<file path="src/rtl/if_id_hazard.sv">
// IF/ID pipeline register with load-use hazard detection, optional
// branch-shadow flush and a saturating stall-cycle counter.
module if_id_hazard #(
    parameter int DELAY_SLOT = 1,
    parameter int CNT_W      = 16
) (
    input  logic             clk,
    input  logic             clrn,
    input  logic [31:0]      pc,
    input  logic [31:0]      pc4,
    input  logic [31:0]      inst,
    input  logic [1:0]       pcsource,
    input  logic             ex_wreg,
    input  logic             ex_m2reg,
    input  logic [4:0]       ex_rn,
    output logic             stall,
    output logic             bubble,
    output logic [31:0]      d_pc,
    output logic [31:0]      d_pc4,
    output logic [31:0]      d_inst,
    output logic             d_valid,
    output logic [CNT_W-1:0] stall_cnt
);

    logic [5:0] op;
    logic [5:0] funct;
    logic [4:0] rs;
    logic [4:0] rt;
    logic       uses_rs;
    logic       uses_rt;
    logic       hz;

    assign op    = d_inst[31:26];
    assign funct = d_inst[5:0];
    assign rs    = d_inst[25:21];
    assign rt    = d_inst[20:16];

    // Which source fields of the decode-stage instruction are real register reads
    always_comb begin
        uses_rs = 1'b1;
        uses_rt = 1'b0;
        case (op)
            6'b000000: begin
                uses_rt = 1'b1;
                // sll/srl/sra take the shift amount from the instruction, not rs
                if (funct == 6'b000000 || funct == 6'b000010 || funct == 6'b000011)
                    uses_rs = 1'b0;
            end
            6'b000010, 6'b000011: uses_rs = 1'b0;
            6'b000100, 6'b000101, 6'b101011: uses_rt = 1'b1;
            default: ;
        endcase
    end

    // Load in EX whose destination feeds the instruction sitting in decode
    always_comb begin
        hz = d_valid & ex_wreg & ex_m2reg & (ex_rn != 5'd0) &
             ((uses_rs & (ex_rn == rs)) | (uses_rt & (ex_rn == rt)));
    end

    assign stall  = hz;
    assign bubble = hz;

    // Decode-stage register: reset, hold on hazard, flush redirect shadow, or load
    always_ff @(posedge clk) begin
        if (clrn) begin
            d_pc    <= '0;
            d_pc4   <= '0;
            d_inst  <= '0;
            d_valid <= 1'b0;
        end else if (hz) begin
            d_pc    <= d_pc;
            d_pc4   <= d_pc4;
            d_inst  <= d_inst;
            d_valid <= d_valid;
        end else if (DELAY_SLOT == 0 && pcsource != 2'b00) begin
            d_pc    <= pc;
            d_pc4   <= pc4;
            d_inst  <= '0;
            d_valid <= 1'b0;
        end else begin
            d_pc    <= pc;
            d_pc4   <= pc4;
            d_inst  <= inst;
            d_valid <= 1'b1;
        end
    end

    // Count stalled cycles, sticking at all-ones instead of wrapping
    always_ff @(posedge clk) begin
        if (clrn)
            stall_cnt <= '0;
        else if (hz && stall_cnt != '1)
            stall_cnt <= stall_cnt + CNT_W'(1);
    end

endmodule

</file>
<file path="config.mk">
export PLATFORM = sky130hd
export DESIGN_NAME = if_id_hazard
export DESIGN_NICKNAME = d
export VERILOG_FILES = /design/src/rtl/if_id_hazard.sv
export SDC_FILE = /design/constraint.sdc
export NUM_CORES = 1
export LEC_CHECK = 0
export ABC_CLOCK_PERIOD_IN_PS = 2200
export BUFFER_PORTS_ARGS = -buffer_cell sky130_fd_sc_hd__buf_2
export CORE_ASPECT_RATIO = 0.6
export CORE_MARGIN = 8
export CORE_UTILIZATION = 41
export DETAILED_ROUTE_END_ITERATION = 10
export PLACE_DENSITY = 0.76
export SLEW_MARGIN = 20
export SYNTH_ARGS = -nofsm -noshare
export SYNTH_HDL_FRONTEND = slang
export SYNTH_SLANG_ARGS = --single-unit
</file>
<file path="constraint.sdc">
create_clock -name clk -period 2.2 [get_ports clk]
set_clock_uncertainty 0.15 [all_clocks]
set_input_delay 0.44 -clock clk [delete_from_list [all_inputs] [get_ports clk]]
set_output_delay 0.44 -clock clk [all_outputs]
set_load 0.03 [all_outputs]
</file>
# Word level (Yosys, flattened, before mapping)
# Index checks and enable logic that the tools add are counted.
# Widths: inputs -> output; s select.
dict set report totals {
  regBits 113
  word_cells 34
}
dict set report op_classes {
  addsub 1
  n_eq_ne 10
  mux 3
  bitwise_logic 7
  reduce_logical 8
}
# operator n
set ops {}
lappend ops {{$eq 6x2->1 const B} 4}
lappend ops {{$add 16x1->16 const B} 1}
lappend ops {{$ne 16x16->1 const B} 1}
lappend ops {{$eq 6x3->1 const B} 2}
lappend ops {{$logic_not 6->1} 2}
lappend ops {{$eq 5x5->1} 2}
lappend ops {{$and 1x1->1} 6}
lappend ops {{$eq 6x6->1 const B} 1}
lappend ops {{$reduce_bool 5->1} 1}
lappend ops {{$reduce_or 4->1} 1}
lappend ops {{$logic_or 1x1->1} 2}
lappend ops {{$mux 1} 2}
lappend ops {{$pmux 1 s2} 1}
lappend ops {{$reduce_or 2->1} 1}
lappend ops {{$logic_and 1x1->1} 1}
lappend ops {{$or 1x1->1} 1}

# Logic depth before layout (Yosys ltp)
dict set report logic_depth {
  word_depth 9
  depth_mapped 9
}

# Worst setup path after synthesis
# OpenSTA, ideal clock, no wires.
dict set report synth_timing {
  path_type {flip-flop to output port}
  from {register d_inst[3]}
  to {output port stall}
  arrival_time_ps 1978
  required_ps 1610
  setup_slack_ps -368
  path_stages_with_launch 9
  cell_sequence {dfxtp_1 nor3_1 a31o_1 a2111oi_2 o21ai_1 inv_1 buf_2 buf_2 buf_4}
}
dict set report synth_between {
  elab_chain_len 8
}
# item line
set synth_lines {}
lappend synth_lines {{start: declaration} 20} ;# output logic [31:0] d_inst,
lappend synth_lines {{start signal: assignment} 74} ;# d_inst <= d_inst;
lappend synth_lines {{start signal: assignment} 84} ;# d_inst <= inst;
lappend synth_lines {{$eq 6x2->1 / $logic_not 6->1 (equally long branches)} 46} ;# if (funct == 6'b000000 || funct == 6'b000010 || funct == 6'b000011)
lappend synth_lines {{$logic_or 1x1->1} 46}
lappend synth_lines {{$logic_or 1x1->1 *} 46}
lappend synth_lines {{$mux 1 *} 46}
lappend synth_lines {{$pmux 1 s2 *} 42} ;# case (op)
lappend synth_lines {{$and 1x1->1 *} 58} ;# ((uses_rs & (ex_rn == rs)) | (uses_rt & (ex_rn == rt)));
lappend synth_lines {{$or 1x1->1 *} 58}
lappend synth_lines {{$and 1x1->1 *} 57} ;# hz = d_valid & ex_wreg & ex_m2reg & (ex_rn != 5'd0) &
lappend synth_lines {{end: declaration} 16} ;# output logic stall,
# Every way passes the cells marked *; elsewhere a longest branch is shown, timed or not.

# Worst setup path in the final report
dict set report layout_timing {
  from {register d_inst[1]}
  to {output port stall}
}
# The elaborated chain is that of the path after synthesis.

==> summary.md <==
| Metric | Value |
|---|---|
| Critical path required time | `between 1.5 and 2 ns` |
| Mean post-synth cell area | `slightly below 8 um^2` |
| Setup CP Type | `flop to primary output` |
| Yosys cell types | `33` |
| Setup WS pre-CTS | `-0.4224 ns` |
| Drt via density | `~5` |
| Area contributors post-synth | `dfxtp_1, nand2_1, a21oi_1` |
| Clock slew at reported path FFs | `0.06 ns` |
| Final period util | `1.059` |
| Fillers | `about 900` |
| # setup viols final | `8` |
| Crit path time final | `around 2.3 ns` |
| Slew HR | `0.6328` |
| Clk sink count | `about 110` |
| Top FF cell, synth | `dfxtp_1` |
| Syn Nets | `between 600 and 700` |
| Tot GR Track Use | `0.1961` |
| Global route overflow | `0` |
| Placed cells | `between 900 and 1k` |
| Synth async-reset ratio | `0` |
| CTS tree | `yes` |
| Layout cell share with drive strength beyond 1 | `0.4472` |
| Worst-skew pair later-pin latency | `around 0.4 ns` |
| Crit end category | `primary output` |
| Average wire per standard cell | `between 15 and 20 um` |
| Row count | `29` |
| Hold Path Class | `input port to flop` |
| Worst Max-Slew Pin Slew | `approximately 0.55 ns` |
| Peak supply drop | `0.0005740 V` |
| Synth Register Bits | `roughly 110` |
| # nets final | `900` |
| PwrDens | `between 800 and 900 mW/mm^2` |
| Vias in the first global route | `4,557` |
| Post-synth EDFFs | `0` |
| Met3 usage | `0.09242` |
| Buffers on Ports | `between 200 and 250` |
| Drt total wl | `roughly 15 mm` |
| Unrepaired setup endpoints after global routing | `yes` |
| Initial Utilization | `0.4148` |
| Post-synthesis sequential area ratio | `0.5256` |
| Number of synthesis warnings | `0` |
| Largest net degree at the start of global routing | `82` |
| Gate Count Post-Synth | `547` |
| Reg area | `0.002301 mm^2` |
| Max Cap Viol | `0` |
| Die X | `~150 um` |
| Post-Layout Cell Count | `946` |
| Antenna Nets Post-Route | `0` |
| Routability cong. | `just under 0.8` |
| Met1 Use GR | `0.2196` |
| Die Y | `95.37 um` |
| Outcome | `complete, but fails checks` |
| Area delta synth->final | `56.54%` |
| Final slew viol count | `0` |
| Failing checks | `setup timing` |
| Residual DRC | `0` |
| Via count | `4,739` |
| Post-synthesis cell area | `roughly 0.0043 mm^2` |
| Final hold violations | `0` |
| Post-synth top area cell | `dfxtp_1` |
| Root Driver | `clkbuf_16` |
| Initial DRC count | `between 200 and 250` |
| P_leak | `3.280 nW` |
| Detailed Place HPWL | `10.20 mm` |
| Io pins | `roughly 220` |
| First-pass GRT wire length | `about 22 mm` |
| Finished Core Util | `0.6493` |
| Critical path startpoint category | `flop` |
| H-tree levels | `4` |
| Initial antenna violation count | `3` |
| Clk buf depth | `2` |
| Top cell type's share of synthesized area | `0.5256` |
| Fmax | `roughly 0.43 GHz` |
| CTS buffer count | `17` |
| Core Region | `between 0.01 and 0.015 mm^2` |
| Power Total | `5.473 mW` |
| Final setup margin | `-0.1302 ns` |
| Area of the multi-input gates | `approximately 0.0021 mm^2` |
| Detailed Routing Iterations Pass 1 | `5` |
| GR Util met2 | `0.3302` |
| WP data arrival | `roughly 1.7 ns` |
| Crit-path max FO | `3` |
| Die area | `about 0.014 mm^2` |
| Most Crowded Layer GR | `met2` |
-- metrics by stage --
step                TNS [ns]  instance area [um^2]  hold WS, ns
floorplan           -0.02449                  4355       0.3604
global placement      -30.61                  5783       0.2846
detailed placement    -38.70                  5783       0.2925
CTS                  -0.9669                  6558       0.1133
global route          -1.738                  6735       0.1163
finish               -0.8003                  6738       0.1292
-- layer usage --
layer	share of wire	vias to the layer above
met5	0.0014	-
met4	0.013	4
li1	-	2309
met1	0.41	2203
met2	0.47	198
met3	0.10	25
-- timing repair --
| action | in CTS | in global routing |
|---|---|---|
| pin swaps | 12 | 8 |
| gates resized for setup | 32 | 28 |
| hold buffers | 0 | 0 |
| gates cloned | 0 | 3 |
| endpoints found under the setup margin | 114 | 110 |
| endpoints found under the hold margin | 0 | 0 |
| buffers inserted | 6 | 0 |
-- synth_stat cells (4+ instances only) --
library cell,count
a21oi_1,108
and3_1,4
buf_2,13
clkbuf_1,24
dfxtp_1,113
inv_1,4
nand2_1,198
nand3_1,9
nor2_1,8
nor2b_1,4
nor3_1,7
nor4_1,5
o21ai_0,6
o31ai_1,4
or3_1,5
or4_1,5
xnor2_1,7
-- area by class of cell --
class | count | share of cell area
diodes | 2 | 0.0007428
clock buffers | 21 | 0.06685
clock inverters | 11 | 0.01690
inverters | 4 | 0.002600
multi-input cells | 391 | 0.3110
flip-flops and latches | 113 | 0.3415
well taps | 139 | 0.02581
repair buffers | 265 | 0.2345
-- flip-flops by register name (all words and copies together) (netlist names) --
| signal | count |
|---|---|
| d_valid | 1 |
| stall_cnt | 16 |
| d_inst | 32 |
| d_pc | 32 |
| d_pc4 | 32 |
-- cells by family after synthesis --
family          count (synthesis)  share of synthesized area
buf+inv                        43                    0.04215
mux                             5                    0.01279
compound gates                122                     0.1483
simple gates                  253                     0.2480
xor+xnor                       10                    0.02035
flops                         113                     0.5256
fa+ha+maj                       1                   0.002907
-- cell usage in the layout, fill, tap and decap left out, types with 4 or more instances in the layout --
cell,instances
buf_4,35
nor2_1,8
o21ai_0,4
xnor2_1,6
or3_1,4
buf_6,7
clkbuf_16,19
o31ai_1,4
buf_2,216
nand3_1,8
nand2_1,195
a21oi_1,100
dfxtp_2,22
a21oi_2,8
nand2_2,4
clkinv_2,6
buf_12,4
or4_4,4
dfxtp_1,88
nor2b_1,4
-- worst max-delay path, stage by stage, from the launching register on --
cell and delay [ns]:
dfxtp_2 0.32, nand2b_4 0.13, a31o_4 0.23, a2111oi_4 0.33, o21ai_4 0.10, inv_4 0.09, buf_6 0.13
-- where the power goes --
| part | switching (mW) | leakage, nW | internal [mW] |
|---|---|---|---|
| Clock | 0.934 | 0.276 | 1.68 |
| Combinational | 0.404 | 2.06 | 0.243 |
| Sequential | 0.0589 | 0.947 | 2.15 |
| Total | 1.40 | 3.28 | 4.08 |
-- worst paths after layout --
path / from / endpoint / slack [ns] / cells past startpoint
min: inst[16] / d_inst[16]$_SDFFE_PP0N_ / 0.13 / 3
max reg2reg: d_inst[1]$_SDFFE_PP0N_ / stall_cnt[0]$_SDFFE_PP0P_ / -0.11 / 9
min reg2reg: d_pc4[29]$_SDFFE_PP0N_ / d_pc4[29]$_SDFFE_PP0N_ / 0.30 / 2
max: d_inst[1]$_SDFFE_PP0N_ / stall / -0.13 / 6
Power figures use the tool's default switching activity.
